<file path="src/rtl/sram_access_ctrl_if.sv">
// Request/response bus for the SRAM access controller.
// master: requester side (drives req_*); slave: the controller.
interface sram_access_ctrl_if;
    logic        req_valid;
    logic        req_ready;
    logic [31:0] req_addr;
    logic        req_wen;
    logic [1:0]  req_size;
    logic [31:0] req_wdata;
    logic        resp_valid;
    logic        resp_error;
    logic [31:0] resp_rdata;

    modport master (
        output req_valid, req_addr, req_wen, req_size, req_wdata,
        input  req_ready, resp_valid, resp_error, resp_rdata
    );

    modport slave (
        input  req_valid, req_addr, req_wen, req_size, req_wdata,
        output req_ready, resp_valid, resp_error, resp_rdata
    );
endinterface

</file>
<file path="src/rtl/sram_access_ctrl.sv">
// SRAM request sequencer: single-beat bus requests in, posted-write
// latch with read forwarding, bank/byte enables and SRAM drive out.
// Ports: CLK, nRST (sync, active-low); bus (slave modport: req_*/resp_*);
//   sram_en, sram_wen, sram_addr, sram_wdata, sram_byte_en to the SRAM;
//   sram_rdata flat per-bank read data (bank i at [32i+31:32i]).
module sram_access_ctrl #(
    parameter int N_SRAM       = 1,
    parameter bit INVERT_CE_EN = 1'b0,
    parameter int ADDR_W       = 12,
    parameter int WAIT_CYCLES  = 0
) (
    input  logic                  CLK,
    input  logic                  nRST,
    sram_access_ctrl_if.slave     bus,
    output logic [N_SRAM-1:0]     sram_en,
    output logic                  sram_wen,
    output logic [ADDR_W-1:0]     sram_addr,
    output logic [31:0]           sram_wdata,
    output logic [3:0]            sram_byte_en,
    input  logic [32*N_SRAM-1:0]  sram_rdata
);

    localparam int BW = (N_SRAM > 1) ? $clog2(N_SRAM) : 1;
    localparam logic [N_SRAM-1:0] ONE_N = N_SRAM'(1);

    typedef enum logic [1:0] {IDLE, READ, DRAIN, ERR} state_t;

    state_t state, state_nx;

    logic [3:0]        cnt;
    logic              rdy_q;
    logic              last;
    logic              accept;
    logic              size_bad;

    logic [BW-1:0]     req_bank;
    logic [ADDR_W-1:0] req_word;
    logic [3:0]        req_be;

    // Posted-write latch
    logic              lat_v;
    logic [BW-1:0]     lat_bank;
    logic [ADDR_W-1:0] lat_addr;
    logic [31:0]       lat_data;
    logic [3:0]        lat_be;

    // Write that displaced a full latch, waiting for the drain
    logic              stg_v;
    logic [BW-1:0]     stg_bank;
    logic [ADDR_W-1:0] stg_addr;
    logic [31:0]       stg_data;
    logic [3:0]        stg_be;

    logic [BW-1:0]     rd_bank;
    logic [ADDR_W-1:0] rd_addr;
    logic [1:0]        rd_size;
    logic [1:0]        rd_off;

    logic              resp_valid_q;
    logic              resp_error_q;
    logic [31:0]       resp_rdata_q;

    logic [N_SRAM-1:0] en_act;
    logic [3:0]        be_act;

    logic [31:0]       ram_word;
    logic [31:0]       fwd_m;
    logic              fwd_hit;
    logic [31:0]       rd_word;
    logic [7:0]        rd_byte;
    logic [15:0]       rd_half;
    logic [31:0]       rd_repl;

    logic              unused_addr;

    assign unused_addr = &{1'b0, bus.req_addr};

    assign accept   = bus.req_valid && bus.req_ready;
    assign size_bad = (bus.req_size == 2'd3);
    assign last     = (cnt == 4'(WAIT_CYCLES));

    assign bus.req_ready  = rdy_q && (state == IDLE);
    assign bus.resp_valid = resp_valid_q;
    assign bus.resp_error = resp_error_q;
    assign bus.resp_rdata = resp_rdata_q;

    assign sram_en      = INVERT_CE_EN ? ~en_act : en_act;
    assign sram_byte_en = INVERT_CE_EN ? ~be_act : be_act;

    // Request decode
    always_comb begin
        req_bank = '0;
        if (N_SRAM > 1)
            req_bank = bus.req_addr[ADDR_W+2 +: BW];
        req_word = bus.req_addr[ADDR_W+1:2];
        case (bus.req_size)
            2'd0:    req_be = 4'b0001 << bus.req_addr[1:0];
            2'd1:    req_be = 4'b0011 << {bus.req_addr[1], 1'b0};
            default: req_be = 4'b1111;
        endcase
    end

    // Read data: latch forwarding, then lane replication
    always_comb begin
        ram_word = sram_rdata[32*int'(rd_bank) +: 32];
        fwd_m    = {{8{lat_be[3]}}, {8{lat_be[2]}},
                    {8{lat_be[1]}}, {8{lat_be[0]}}};
        fwd_hit  = lat_v && (lat_bank == rd_bank) &&
                   (lat_addr == rd_addr);
        rd_word  = fwd_hit ? ((lat_data & fwd_m) | (ram_word & ~fwd_m))
                           : ram_word;
        rd_byte  = rd_word[8*rd_off +: 8];
        rd_half  = rd_off[1] ? rd_word[31:16] : rd_word[15:0];
        case (rd_size)
            2'd0:    rd_repl = {4{rd_byte}};
            2'd1:    rd_repl = {2{rd_half}};
            default: rd_repl = rd_word;
        endcase
    end

    // Next state and SRAM drive
    always_comb begin
        state_nx   = state;
        en_act     = '0;
        be_act     = '0;
        sram_wen   = 1'b0;
        sram_addr  = '0;
        sram_wdata = '0;
        case (state)
            IDLE: begin
                // A new request wins over draining the latch, so a read
                // right after a posted write still sees it via forwarding.
                if (accept) begin
                    if (size_bad)
                        state_nx = ERR;
                    else if (!bus.req_wen)
                        state_nx = READ;
                    else if (lat_v)
                        state_nx = DRAIN;
                end else if (lat_v) begin
                    state_nx = DRAIN;
                end
            end
            READ: begin
                en_act    = ONE_N << rd_bank;
                be_act    = 4'hF;
                sram_addr = rd_addr;
                if (last)
                    state_nx = IDLE;
            end
            DRAIN: begin
                en_act     = ONE_N << lat_bank;
                be_act     = lat_be;
                sram_wen   = 1'b1;
                sram_addr  = lat_addr;
                sram_wdata = lat_data;
                if (last)
                    state_nx = IDLE;
            end
            default: state_nx = IDLE;
        endcase
    end

    always_ff @(posedge CLK) begin
        if (!nRST) begin
            state        <= IDLE;
            cnt          <= '0;
            rdy_q        <= 1'b0;
            lat_v        <= 1'b0;
            lat_bank     <= '0;
            lat_addr     <= '0;
            lat_data     <= '0;
            lat_be       <= '0;
            stg_v        <= 1'b0;
            stg_bank     <= '0;
            stg_addr     <= '0;
            stg_data     <= '0;
            stg_be       <= '0;
            rd_bank      <= '0;
            rd_addr      <= '0;
            rd_size      <= '0;
            rd_off       <= '0;
            resp_valid_q <= 1'b0;
            resp_error_q <= 1'b0;
            resp_rdata_q <= '0;
        end else begin
            state        <= state_nx;
            rdy_q        <= 1'b1;
            resp_valid_q <= 1'b0;
            resp_error_q <= 1'b0;
            if (state != state_nx)
                cnt <= '0;
            else if (state == READ || state == DRAIN)
                cnt <= cnt + 4'd1;

            case (state)
                IDLE: begin
                    if (accept) begin
                        if (size_bad) begin
                            resp_valid_q <= 1'b1;
                            resp_error_q <= 1'b1;
                            resp_rdata_q <= 32'hBAD1BAD1;
                        end else if (!bus.req_wen) begin
                            rd_bank <= req_bank;
                            rd_addr <= req_word;
                            rd_size <= bus.req_size;
                            rd_off  <= bus.req_addr[1:0];
                        end else if (!lat_v) begin
                            lat_v        <= 1'b1;
                            lat_bank     <= req_bank;
                            lat_addr     <= req_word;
                            lat_data     <= bus.req_wdata;
                            lat_be       <= req_be;
                            resp_valid_q <= 1'b1;
                        end else begin
                            stg_v    <= 1'b1;
                            stg_bank <= req_bank;
                            stg_addr <= req_word;
                            stg_data <= bus.req_wdata;
                            stg_be   <= req_be;
                        end
                    end
                end
                READ: begin
                    if (last) begin
                        resp_valid_q <= 1'b1;
                        resp_rdata_q <= rd_repl;
                    end
                end
                DRAIN: begin
                    // The displacing write is acknowledged only once it
                    // owns the latch.
                    if (last) begin
                        lat_v        <= stg_v;
                        lat_bank     <= stg_bank;
                        lat_addr     <= stg_addr;
                        lat_data     <= stg_data;
                        lat_be       <= stg_be;
                        stg_v        <= 1'b0;
                        resp_valid_q <= stg_v;
                    end
                end
                default: ;
            endcase
        end
    end

endmodule

</file>
<file path="src/flat_wrapper.sv">
// flat-port wrapper written by rule: the top's interface ports become plain ports
module sram_access_ctrl_flat 
#(
    parameter int N_SRAM       = 1,
    parameter bit INVERT_CE_EN = 1'b0,
    parameter int ADDR_W       = 12,
    parameter int WAIT_CYCLES  = 0
)
  (CLK, nRST, sram_en, sram_wen, sram_addr, sram_wdata, sram_byte_en, sram_rdata, bus_req_valid, bus_req_addr, bus_req_wen, bus_req_size, bus_req_wdata, bus_req_ready, bus_resp_valid, bus_resp_error, bus_resp_rdata);
  sram_access_ctrl_if bus_i ();
  input  logic CLK;
  input  logic nRST;
  output logic [N_SRAM-1:0] sram_en;
  output logic sram_wen;
  output logic [ADDR_W-1:0] sram_addr;
  output logic [31:0] sram_wdata;
  output logic [3:0] sram_byte_en;
  input  logic [32*N_SRAM-1:0] sram_rdata;
  input wire logic [$bits(bus_i.req_valid)-1:0] bus_req_valid;
  input wire logic [$bits(bus_i.req_addr)-1:0] bus_req_addr;
  input wire logic [$bits(bus_i.req_wen)-1:0] bus_req_wen;
  input wire logic [$bits(bus_i.req_size)-1:0] bus_req_size;
  input wire logic [$bits(bus_i.req_wdata)-1:0] bus_req_wdata;
  output wire logic [$bits(bus_i.req_ready)-1:0] bus_req_ready;
  output wire logic [$bits(bus_i.resp_valid)-1:0] bus_resp_valid;
  output wire logic [$bits(bus_i.resp_error)-1:0] bus_resp_error;
  output wire logic [$bits(bus_i.resp_rdata)-1:0] bus_resp_rdata;
  assign bus_i.req_valid = bus_req_valid;
  assign bus_i.req_addr = bus_req_addr;
  assign bus_i.req_wen = bus_req_wen;
  assign bus_i.req_size = bus_req_size;
  assign bus_i.req_wdata = bus_req_wdata;
  assign bus_req_ready = bus_i.req_ready;
  assign bus_resp_valid = bus_i.resp_valid;
  assign bus_resp_error = bus_i.resp_error;
  assign bus_resp_rdata = bus_i.resp_rdata;
  sram_access_ctrl #(.N_SRAM(N_SRAM), .INVERT_CE_EN(INVERT_CE_EN), .ADDR_W(ADDR_W), .WAIT_CYCLES(WAIT_CYCLES)) u_core (.CLK(CLK), .nRST(nRST), .bus(bus_i), .sram_en(sram_en), .sram_wen(sram_wen), .sram_addr(sram_addr), .sram_wdata(sram_wdata), .sram_byte_en(sram_byte_en), .sram_rdata(sram_rdata));
endmodule
</file>
<file path="config.mk">
export PLATFORM = sky130hd
export DESIGN_NAME = sram_access_ctrl_flat
export DESIGN_NICKNAME = d
export VERILOG_FILES = /design/src/rtl/sram_access_ctrl_if.sv /design/src/rtl/sram_access_ctrl.sv /design/src/flat_wrapper.sv
export SDC_FILE = /design/constraint.sdc
export NUM_CORES = 1
export LEC_CHECK = 0
export BUFFER_PORTS_ARGS = -buffer_cell sky130_fd_sc_hd__buf_4
export CORE_ASPECT_RATIO = 1.1
export CORE_MARGIN = 2
export CORE_UTILIZATION = 25
export DETAILED_ROUTE_END_ITERATION = 7
export HOLD_SLACK_MARGIN = 0.06
export PLACE_DENSITY = 0.42
export SETUP_SLACK_MARGIN = 0.05
export SYNTH_ARGS = -nofsm -noshare
export SYNTH_HDL_FRONTEND = slang
export SYNTH_SLANG_ARGS = --single-unit
</file>
<file path="constraint.sdc">
create_clock -name CLK -period 2.8 [get_ports CLK]
set_input_delay 0.28 -clock CLK [delete_from_list [all_inputs] [get_ports CLK]]
set_output_delay 0.28 -clock CLK [all_outputs]
set_load 0.03 [all_outputs]
</file>
==> results.json, run 1 <==
{
  "gp_congestion": 0.792,
  "core_mm2": 0.0324,
  "grt_start_max_net_pins": 109,
  "hpwlAfterDp_um": 21200,
  "wire_per_inst_um": 18.5,
  "cp_top_family": "simple AND/OR/NAND/NOR gates",
  "cts_root_buf": "clkbuf_16",
  "clkSinkCount": 155,
  "synthMuxAreaShare": 0.0954,
  "finalCritPeriodShare": 0.993,
  "slew_headroom": 0.621,
  "worst_pin_slew_ns": 0.569,
  "power.total_mw": 5.71,
  "crit_required_ns": 3.16,
  "finish.net_count": 1271,
  "synthToLayoutAreaGrowth_pct": 34.1,
  "grt_usage": 0.169,
  "layout_commonest_cell": "buf_4",
  "htreeDepth": 4,
  "ys_seq_elements": 155,
  "start_util": 0.254,
  "die_area_mm2": 0.0344,
  "slowest_delay_ns": 0.48,
  "synth_edf_count": 0,
  "synth_cell_types": 64,
  "final_cells": 1606,
  "seq_area_frac_synth": 0.377,
  "final_max_slew_viol_count": 0,
  "synthArstFlopShare": 0,
  "ant_nets": 0,
  "die_w_um": 177,
  "numCtsBuffers": 17,
  "crit_type": "register to register",
  "critPathArrivalTime_ns": 3.14,
  "clock_path_buffers": 2,
  "grt_pass1_wl_um": 44200,
  "placed_cells": 1558,
  "synth-xor-area-share": 0.0149,
  "r2r-start": "u_core.rd_addr[4]$_SDFFE_PN0P_",
  "grt_antenna_before_repair": 4,
  "dr.pass1.iters": 5,
  "port-buffer-count": 168,
  "startpoint": "u_core.rd_addr[4]$_SDFFE_PN0P_",
  "ys_warn_count": 0,
  "crit_path_end_kind": "register",
  "hold_start": "bus_req_wdata[19]",
  "clk-insertion-delay-late_ns": 0.45,
  "yosys.area_share.simple": 0.217,
  "period_needed_ns": 2.78,
  "path_max_fanout": 13,
  "ir_drop_v": 0.000457,
  "num_rows": 69,
  "grt_overflow": 0,
  "netlist_area_mm2": 0.00824,
  "power_density_mw_per_mm2": 517,
  "wirelength_um": 29700,
  "hp-class": "input pin to register",
  "layout_common_cells": "233 x buf_4, 197 x nand2_1, 152 x dfxtp_1",
  "vias_per_cell": 4.79,
  "grt_setup_unrepaired": "true",
  "clock-skew-final_ns": 0.0213,
  "initialDrtViolationCount": 459,
  "die_h_um": 194,
  "cp_num_buf_inv": 1,
  "avgSynthCellArea_um2": 8.37,
  "synth_top_family_by_area": "compound AO/OA/AOI/OAI gates",
  "status": "finished clean",
  "crit_path_cell_trace": "xnor2_2 -> nand2_1 -> nor4_4 -> buf_12 -> nand3_4 -> mux2i_4 -> mux4_2 -> or4_4 -> a31oi_1",
  "via_count": 7692,
  "path_clk_slew_ns": 0.06,
  "cts_tree": "done",
  "crit_slowest_cell": "mux4_2",
  "synth_nets": 1092,
  "start_kind": "register",
  "drive_above_1_share": 0.272,
  "maxCapViolations": 0,
  "syn_inst": 984,
  "timing_hold_violations_final": 0,
  "synth_compound_area_frac": 0.237,
  "drcViolationCount": 0,
  "max_freq_mhz": 360,
  "setup_violations": 0,
  "grt_pass1_vias": 7278,
  "synthFlopType": "dfxtp_1",
  "synthAdderAreaFrac": 0.00911,
  "ioPinCount": 187,
  "total_leakage_power_nw": 4.72
}
## metrics by stage
step	TNS (ns)	hold WS, ns	util	setup slack (ns)	instance area (µm²)
after floorplan	0	0.308	-	0.221	8240
after global placement	0	0.450	0.317	0.0483	10300
after detailed placement	-0.00481	0.449	0.317	-0.00481	10300
after CTS	0	0.0827	0.335	0.0315	10800
after global routing	-0.328	0.0990	0.341	-0.0808	11000
final	0	0.102	0.341	0.0185	11000
## cells in the mapped netlist (14+ instances only)
cell type | count | area share
o21ai_0 | 25 | 0.015
a21oi_1 | 30 | 0.018
nor2_1 | 41 | 0.019
nand2_1 | 198 | 0.090
nor2b_1 | 21 | 0.016
o211a_1 | 49 | 0.060
clkbuf_1 | 68 | 0.031
mux2i_1 | 65 | 0.079
dfxtp_1 | 155 | 0.38
nand4_1 | 14 | 0.011
inv_1 | 18 | 0.0082
nand3_1 | 28 | 0.017
a21boi_0 | 61 | 0.056
and2_1 | 39 | 0.030
## cells by family after synthesis
logic type	count (synthesis)
adder cells (fa/ha/maj)	6
AND/OR/NAND/NOR	379
buffers and inverters	101
flip-flops	155
multiplexers	75
XOR/XNOR	14
AO/OA/AOI/OAI	254
## cell type report
type / instances / area, µm²
Inverter: 20 / 75.1
Multi-Input combinational cell: 728 / 4840
Antenna cell: 4 / 10.0
Clock inverter: 8 / 86.3
Fill cell: 3451 / 21300
Timing Repair Buffer: 241 / 1910
Tap cell: 426 / 533
Sequential cell: 155 / 3110
Clock buffer: 24 / 482
## registers in the layout, indices dropped and copies added (netlist names), 2 cells and up
| register | count |
|---|---|
| u_core.stg_data | 32 |
| u_core.stg_addr | 12 |
| u_core.lat_data | 32 |
| u_core.cnt | 4 |
| u_core.bus.resp_rdata | 32 |
| u_core.stg_be | 4 |
| u_core.state | 2 |
| u_core.rd_off | 2 |
| u_core.lat_addr | 12 |
| u_core.rd_size | 2 |
| u_core.rd_addr | 12 |
| u_core.lat_be | 4 |
## final timing paths
kind	endpoint	slack (ns)	cells after the start
setup / recovery	u_core.bus.resp_rdata[12]$_SDFFE_PN0P_	0.02	9
hold / removal	u_core.stg_data[19]$_SDFFE_PN0P_	0.10	3
setup reg to reg	u_core.bus.resp_rdata[12]$_SDFFE_PN0P_	0.02	9
hold reg to reg	u_core.bus.resp_rdata[18]$_SDFFE_PN0P_	0.46	2
## worst reg2reg max path, stage by stage (launching register included)
cell and delay, ns:
dfxtp_1 0.39, xnor2_2 0.13, nand2_1 0.14, nor4_4 0.33
buf_12 0.19, nand3_4 0.17, mux2i_4 0.25, mux4_2 0.48
or4_4 0.47, a31oi_1 0.18
## power by group
group          switching [mW]  leakage, nW  internal [mW]
Combinational           0.559         3.20          0.469
Clock                   0.993        0.263           1.30
Sequential             0.0915         1.26           2.30
## layer usage
metal | track usage | wire (µm) | up-vias
li1 | - | - | 3840
met1 | 0.228 | 13800 | 3637
met2 | 0.267 | 14100 | 186
met3 | 0.0335 | 1300 | 29
met4 | 0.0588 | 546 | 0
met5 | 0 | 0 | -
## timing repair
item	CTS	global route
gates cloned	0	1
gates resized for setup	2	23
buffers inserted	1	10
hold buffers	0	0
endpoints found under the setup margin	6	62
pin swaps	0	5
No activity file was read; power rests on OpenSTA's default activity.
==> run 2, diff against run 1 <==
Settings changed: ABC_AREA set to 1, ABC_CLOCK_PERIOD_IN_PS set to 2800, PLACE_DENSITY 0.42 to 0.41.
==> results.json, run 2 <==
{
  "drive_above_1_share": 0.161,
  "clk-insertion-delay-late_ns": 0.43,
  "avgSynthCellArea_um2": 6.18,
  "clkSinkCount": 155,
  "slowest_delay_ns": 0.39,
  "htreeDepth": 4,
  "synthArstFlopShare": 0,
  "max_freq_mhz": 401,
  "via_count": 9185,
  "path_max_fanout": 116,
  "hold_start": "bus_req_wdata[2]",
  "setup_violations": 0,
  "ir_drop_v": 0.000419,
  "whs_path_depth": 3,
  "path_clk_slew_ns": 0.07,
  "ant_nets": 0,
  "power_density_mw_per_mm2": 591,
  "clock-skew-final_ns": 0.0175,
  "grt_overflow": 0,
  "grt_pass1_wl_um": 49800,
  "die_w_um": 182,
  "clock_path_buffers": 2,
  "maxCapViolations": 0,
  "grtUsageMet3": 0.0282,
  "r2r-end": "u_core.lat_data[4]$_SDFFE_PN0P_",
  "crit_slowest_cell": "buf_12",
  "dr.pass1.iters": 5,
  "grt_antenna_before_repair": 1,
  "wire_per_inst_um": 16.1,
  "whs_ns": 0.113,
  "drcViolationCount": 0,
  "synth_top_area_share": 0.355,
  "final_max_slew_viol_count": 0,
  "grt_use_met1": 0.247,
  "start_util": 0.255,
  "grt_util_met2": 0.272,
  "die_h_um": 200,
  "rrSetupSlack_ns": 0.31,
  "netlist_top_cells_count": "362 x nand2_1, 201 x inv_1, 155 x dfxtp_1, 138 x a21oi_1, 133 x nor2_1",
  "synth_cell_types": 36,
  "hp-class": "input pin to register",
  "crit_path_cell_trace": "inv_1 -> ha_4 -> buf_12 -> nand2_1 -> a21oi_1 -> buf_4",
  "grt_setup_unrepaired": "true",
  "cts_setup_buffers": 0,
  "start_kind": "register",
  "cts_root_buf": "clkbuf_16",
  "ys_warn_count": 0,
  "seq_area_frac_synth": 0.355,
  "worst_pin_slew_ns": 0.785,
  "critPathArrivalTime_ns": 2.21,
  "port-buffer-count": 168,
  "slew_headroom": 0.475,
  "grt_usage": 0.174,
  "r2r_cells": 12,
  "synth_nets": 1525,
  "setup_tns_ns": 0,
  "synthToLayoutAreaGrowth_pct": 27.0,
  "finish.net_count": 1654,
  "diodes": 0,
  "crit_path_end_kind": "output port",
  "grt_pass1_vias": 8533,
  "cts_tree": "done",
  "fin_ws_ns": 0.305,
  "total_leakage_power_nw": 5.19,
  "crit_type": "register to output port",
  "gp_congestion": 0.816,
  "ys_seq_elements": 155,
  "syn_inst": 1417,
  "num_rows": 71,
  "cp_top_family": "buffers and inverters",
  "period_needed_ns": 2.49,
  "numCtsBuffers": 17,
  "r2r-start": "u_core.state[0]$_SDFF_PN0_",
  "grt_start_max_net_pins": 117,
  "finalCritPeriodShare": 0.891,
  "initialDrtViolationCount": 605,
  "die_area_mm2": 0.0365,
  "timing_hold_violations_final": 0,
  "hpwlAfterDp_um": 23200,
  "layout_common_cells": "362 x nand2_1, 201 x inv_1, 191 x buf_4",
  "fin_util": 0.323,
  "vias_per_cell": 4.60,
  "synthFlopType": "dfxtp_1",
  "crit_required_ns": 2.52,
  "synth_edf_count": 0,
  "yosysTopAreaCell": "dfxtp_1",
  "min_to": "u_core.stg_data[2]$_SDFFE_PN0P_",
  "cp_num_buf_inv": 3,
  "place_ws_ns": 0.325,
  "layout_commonest_cell": "nand2_1",
  "netlist_area_mm2": 0.00875,
  "synth_most_common_cell": "nand2_1",
  "synth.area.top_cells": "dfxtp_1 35%, nand2_1 16%, inv_1 8.6%",
  "ioPinCount": 187,
  "wirelength_um": 32200,
  "status": "finished clean",
  "grt_most_used_layer": "met2",
  "core_mm2": 0.0344
}
==> run 2: repair_timing <==
action                     CTS  global route
setup endpoints to repair    7             7
hold buffers                 0             0
gates resized for setup      1             2
==> run 2: area by class of cell <==
| class | instances | area (µm²) |
|---|---|---|
| clock buffer | 21 | 470 |
| clock inverter | 11 | 156 |
| fill | 3813 | 23300 |
| inverter | 211 | 793 |
| multi-input combinational | 966 | 4540 |
| sequential | 155 | 3100 |
| tap | 438 | 548 |
| timing repair buffer | 195 | 1510 |
==> run 2: cell families (layout without fill, tap and decap cells) <==
family                   Yosys count  in the layout  share of synthesized area
AND/OR/NAND/NOR                  628            628                      0.297
buffers and inverters            296            438                      0.130
flip-flops                       155            155                      0.355
XOR/XNOR                           3              3                    0.00300
adder cells (fa/ha/maj)            6              6                    0.00858
AO/OA/AOI/OAI                    329            329                      0.206
==> run 2: power breakdown <==
group	total, mW	leakage (nW)	switching, mW	internal, mW
Clock	2.54	0.298	1.05	1.49
Combinational	1.54	3.63	1.04	0.502
Sequential	2.49	1.26	0.131	2.35
==> run 2: layer usage <==
metal / vias to the layer above / part of all wire
met1: 4181 / 0.50
met3: 20 / 0.041
met2: 205 / 0.44
met5: - / 0
li1: 4779 / -
met4: 0 / 0.016
==> run 2: worst min-delay path, stage by stage <==
cell     delay (ns)
buf_4          0.08
inv_1          0.04
a21oi_1        0.10
==> run 2: worst max-delay path by stage <==
stage                                    startpoint                                     to  depth (start not counted)  slack [ns]
CTS                      u_core.state[1]$_SDFF_PN0_                           sram_addr[1]                          5        0.25
detailed placement       u_core.state[1]$_SDFF_PN0_       u_core.lat_data[25]$_SDFFE_PN0P_                         13        0.32
global placement         u_core.state[1]$_SDFF_PN0_       u_core.lat_data[24]$_SDFFE_PN0P_                         13        0.29
floorplan                u_core.state[0]$_SDFF_PN0_                        sram_byte_en[0]                          7        0.38
finish                   u_core.state[0]$_SDFF_PN0_                           sram_addr[1]                          6        0.31
global route        u_core.lat_addr[6]$_SDFFE_PN0P_  u_core.bus.resp_rdata[8]$_SDFFE_PN0P_                         15        0.04
==> run 2: stage by stage <==
step                      std cells  instance area, µm²  total power [mW]
after floorplan                1417                8750              3.49
after global placement         1965               10500              4.09
after detailed placement       1965               10500              4.09
after CTS                      1997               11100              6.65
after global routing           1997               11100              6.92
final                          1997               11100              6.57
==> run 3, diff against run 2 <==
Settings changed: BUFFER_PORTS_ARGS -buffer_cell sky130_fd_sc_hd__buf_4 to unset, DONT_BUFFER_PORTS set to 1, PLACE_DENSITY 0.41 to 0.37.
==> results.json, run 3 (synthesis gave the netlist of run 2 again) <==
{
  "whs_ns": 0.124,
  "clock_path_buffers": 2,
  "max_freq_mhz": 388,
  "hpwlAfterDp_um": 23700,
  "grt_usage": 0.183,
  "dr.pass1.iters": 5,
  "period_needed_ns": 2.58,
  "cp_top_family": "buffers and inverters",
  "vias_per_cell": 4.68,
  "grt_pass1_wl_um": 50900,
  "cts_root_buf": "clkbuf_16",
  "crit_type": "register to output port",
  "finish.net_count": 1558,
  "core_mm2": 0.0344,
  "cp_num_buf_inv": 4,
  "die_w_um": 182,
  "final_max_slew_viol_count": 0,
  "clock-skew-final_ns": 0.0124,
  "path_clk_slew_ns": 0.07,
  "ir_drop_v": 0.000412,
  "drive_above_1_share": 0.0711,
  "initialDrtViolationCount": 623,
  "slew_headroom": 0.504,
  "setup_violations": 0,
  "cts_tree": "done",
  "crit_required_ns": 2.52,
  "grt_overflow": 0,
  "ioPinCount": 187,
  "crit_slowest_cell": "dfxtp_1",
  "critPathArrivalTime_ns": 2.30,
  "crit_path_end_kind": "output port",
  "total_leakage_power_nw": 4.63,
  "grt_pass1_vias": 8315,
  "r2r_cells": 13,
  "layout_common_cells": "362 x nand2_1, 200 x inv_1, 155 x dfxtp_1",
  "whs_path_depth": 3,
  "wirelength_um": 34000,
  "wire_per_inst_um": 17.9,
  "timing_hold_violations_final": 0,
  "slowest_delay_ns": 0.48,
  "path_max_fanout": 10,
  "port-buffer-count": 0,
  "start_util": 0.255,
  "start_kind": "register",
  "grt_setup_unrepaired": "false",
  "power.total_mw": 6.22,
  "setup_tns_ns": 0,
  "die_h_um": 200,
  "numCtsBuffers": 17,
  "maxCapViolations": 0,
  "num_rows": 71,
  "clkSinkCount": 155,
  "diodes": 0,
  "clk-insertion-delay-late_ns": 0.44,
  "finalCritPeriodShare": 0.920,
  "grt_start_max_net_pins": 116,
  "synthToLayoutAreaGrowth_pct": 19.5,
  "via_count": 8899,
  "grt_antenna_before_repair": 0,
  "drcViolationCount": 0,
  "worst_pin_slew_ns": 0.741,
  "die_area_mm2": 0.0365,
  "power_density_mw_per_mm2": 595,
  "crit_path_cell_trace": "inv_1 -> ha_1 -> clkinv_1 -> buf_4 -> a21oi_1 -> buf_4",
  "hp-class": "input pin to register",
  "layout_commonest_cell": "nand2_1",
  "status": "finished clean",
  "htreeDepth": 4,
  "ant_nets": 0,
  "path_depth": 6,
  "cts_setup_buffers": 0,
  "gp_congestion": 0.824,
  "crit_path_frequent_cell": "buf_4"
}
-- run 3: cell count changes in the layout (fill, tap and decap cells not counted), sizes merged --
cell,before,now
bufinv,3,1
clkinv,4,14
dlygate4sd3,0,48
buf,195,50
clkbuf,21,20
inv,212,207
clkinvlp,3,2
-- run 3: layout make-up --
| class | instances | area [µm²] |
|---|---|---|
| clock buffers | 19 | 433 |
| clock inverters | 13 | 103 |
| fillers | 3867 | 23900 |
| inverters | 211 | 792 |
| multi-input cells | 966 | 4530 |
| flip-flops and latches | 155 | 3100 |
| well taps | 438 | 548 |
| repair buffers | 99 | 946 |
-- run 3: final timing paths --
check / to / from / slack [ns]
hold reg to reg: u_core.stg_data[18]$_SDFFE_PN0P_ / u_core.stg_data[18]$_SDFFE_PN0P_ / 0.48
hold / removal: u_core.bus.resp_error$_SDFF_PN0_ / bus_req_valid / 0.12
setup / recovery: sram_byte_en[3] / u_core.state[1]$_SDFF_PN0_ / 0.22
setup reg to reg: u_core.lat_data[20]$_SDFFE_PN0P_ / u_core.state[1]$_SDFF_PN0_ / 0.36
-- run 3: worst register-to-register path, cell delays in order, from the launching register on --
cell and delay (ns):
dfxtp_1 0.48, inv_1 0.11, ha_1 0.27, nand2_1 0.11
inv_2 0.04, nand2_2 0.06, inv_2 0.04, nor2_1 0.12
nor3_1 0.08, o211ai_1 0.15, buf_12 0.23, buf_4 0.39
o21ai_0 0.13, a21oi_1 0.15
-- run 3: routing by layer --
metal	share of wire	GRT usage	vias up
met3	0.045	0.0376	32
li1	-	-	4582
met4	0.022	0.0619	0
met1	0.50	0.261	4091
met5	0	0	-
met2	0.43	0.272	194
-- run 3: through the flow --
| stage | setup slack (ns) | std cells | area, µm² | utilization |
|---|---|---|---|---|
| 2_1_floorplan | 0.378 | 1417 | 8750 | - |
| 3_3_place_gp | 0.402 | 1819 | 9380 | 0.273 |
| 3_5_place_dp | 0.393 | 1819 | 9380 | 0.273 |
| 4_1_cts | 0.109 | 1900 | 10400 | 0.303 |
| 5_1_grt | 0.0637 | 1901 | 10500 | 0.304 |
| 6_report | 0.223 | 1901 | 10500 | 0.304 |
-- run 3: timing repair --
item,4_1_cts,5_1_grt
endpoints found under the hold margin,97,0
hold buffers,49,0
gates resized for setup,0,1
endpoints found under the setup margin,0,3
-- run 3: report_power, final --
| part | total (mW) | switching (mW) | internal, mW |
|---|---|---|---|
| Sequential | 2.54 | 0.188 | 2.36 |
| Clock | 2.23 | 1.02 | 1.21 |
| Combinational | 1.45 | 0.994 | 0.454 |
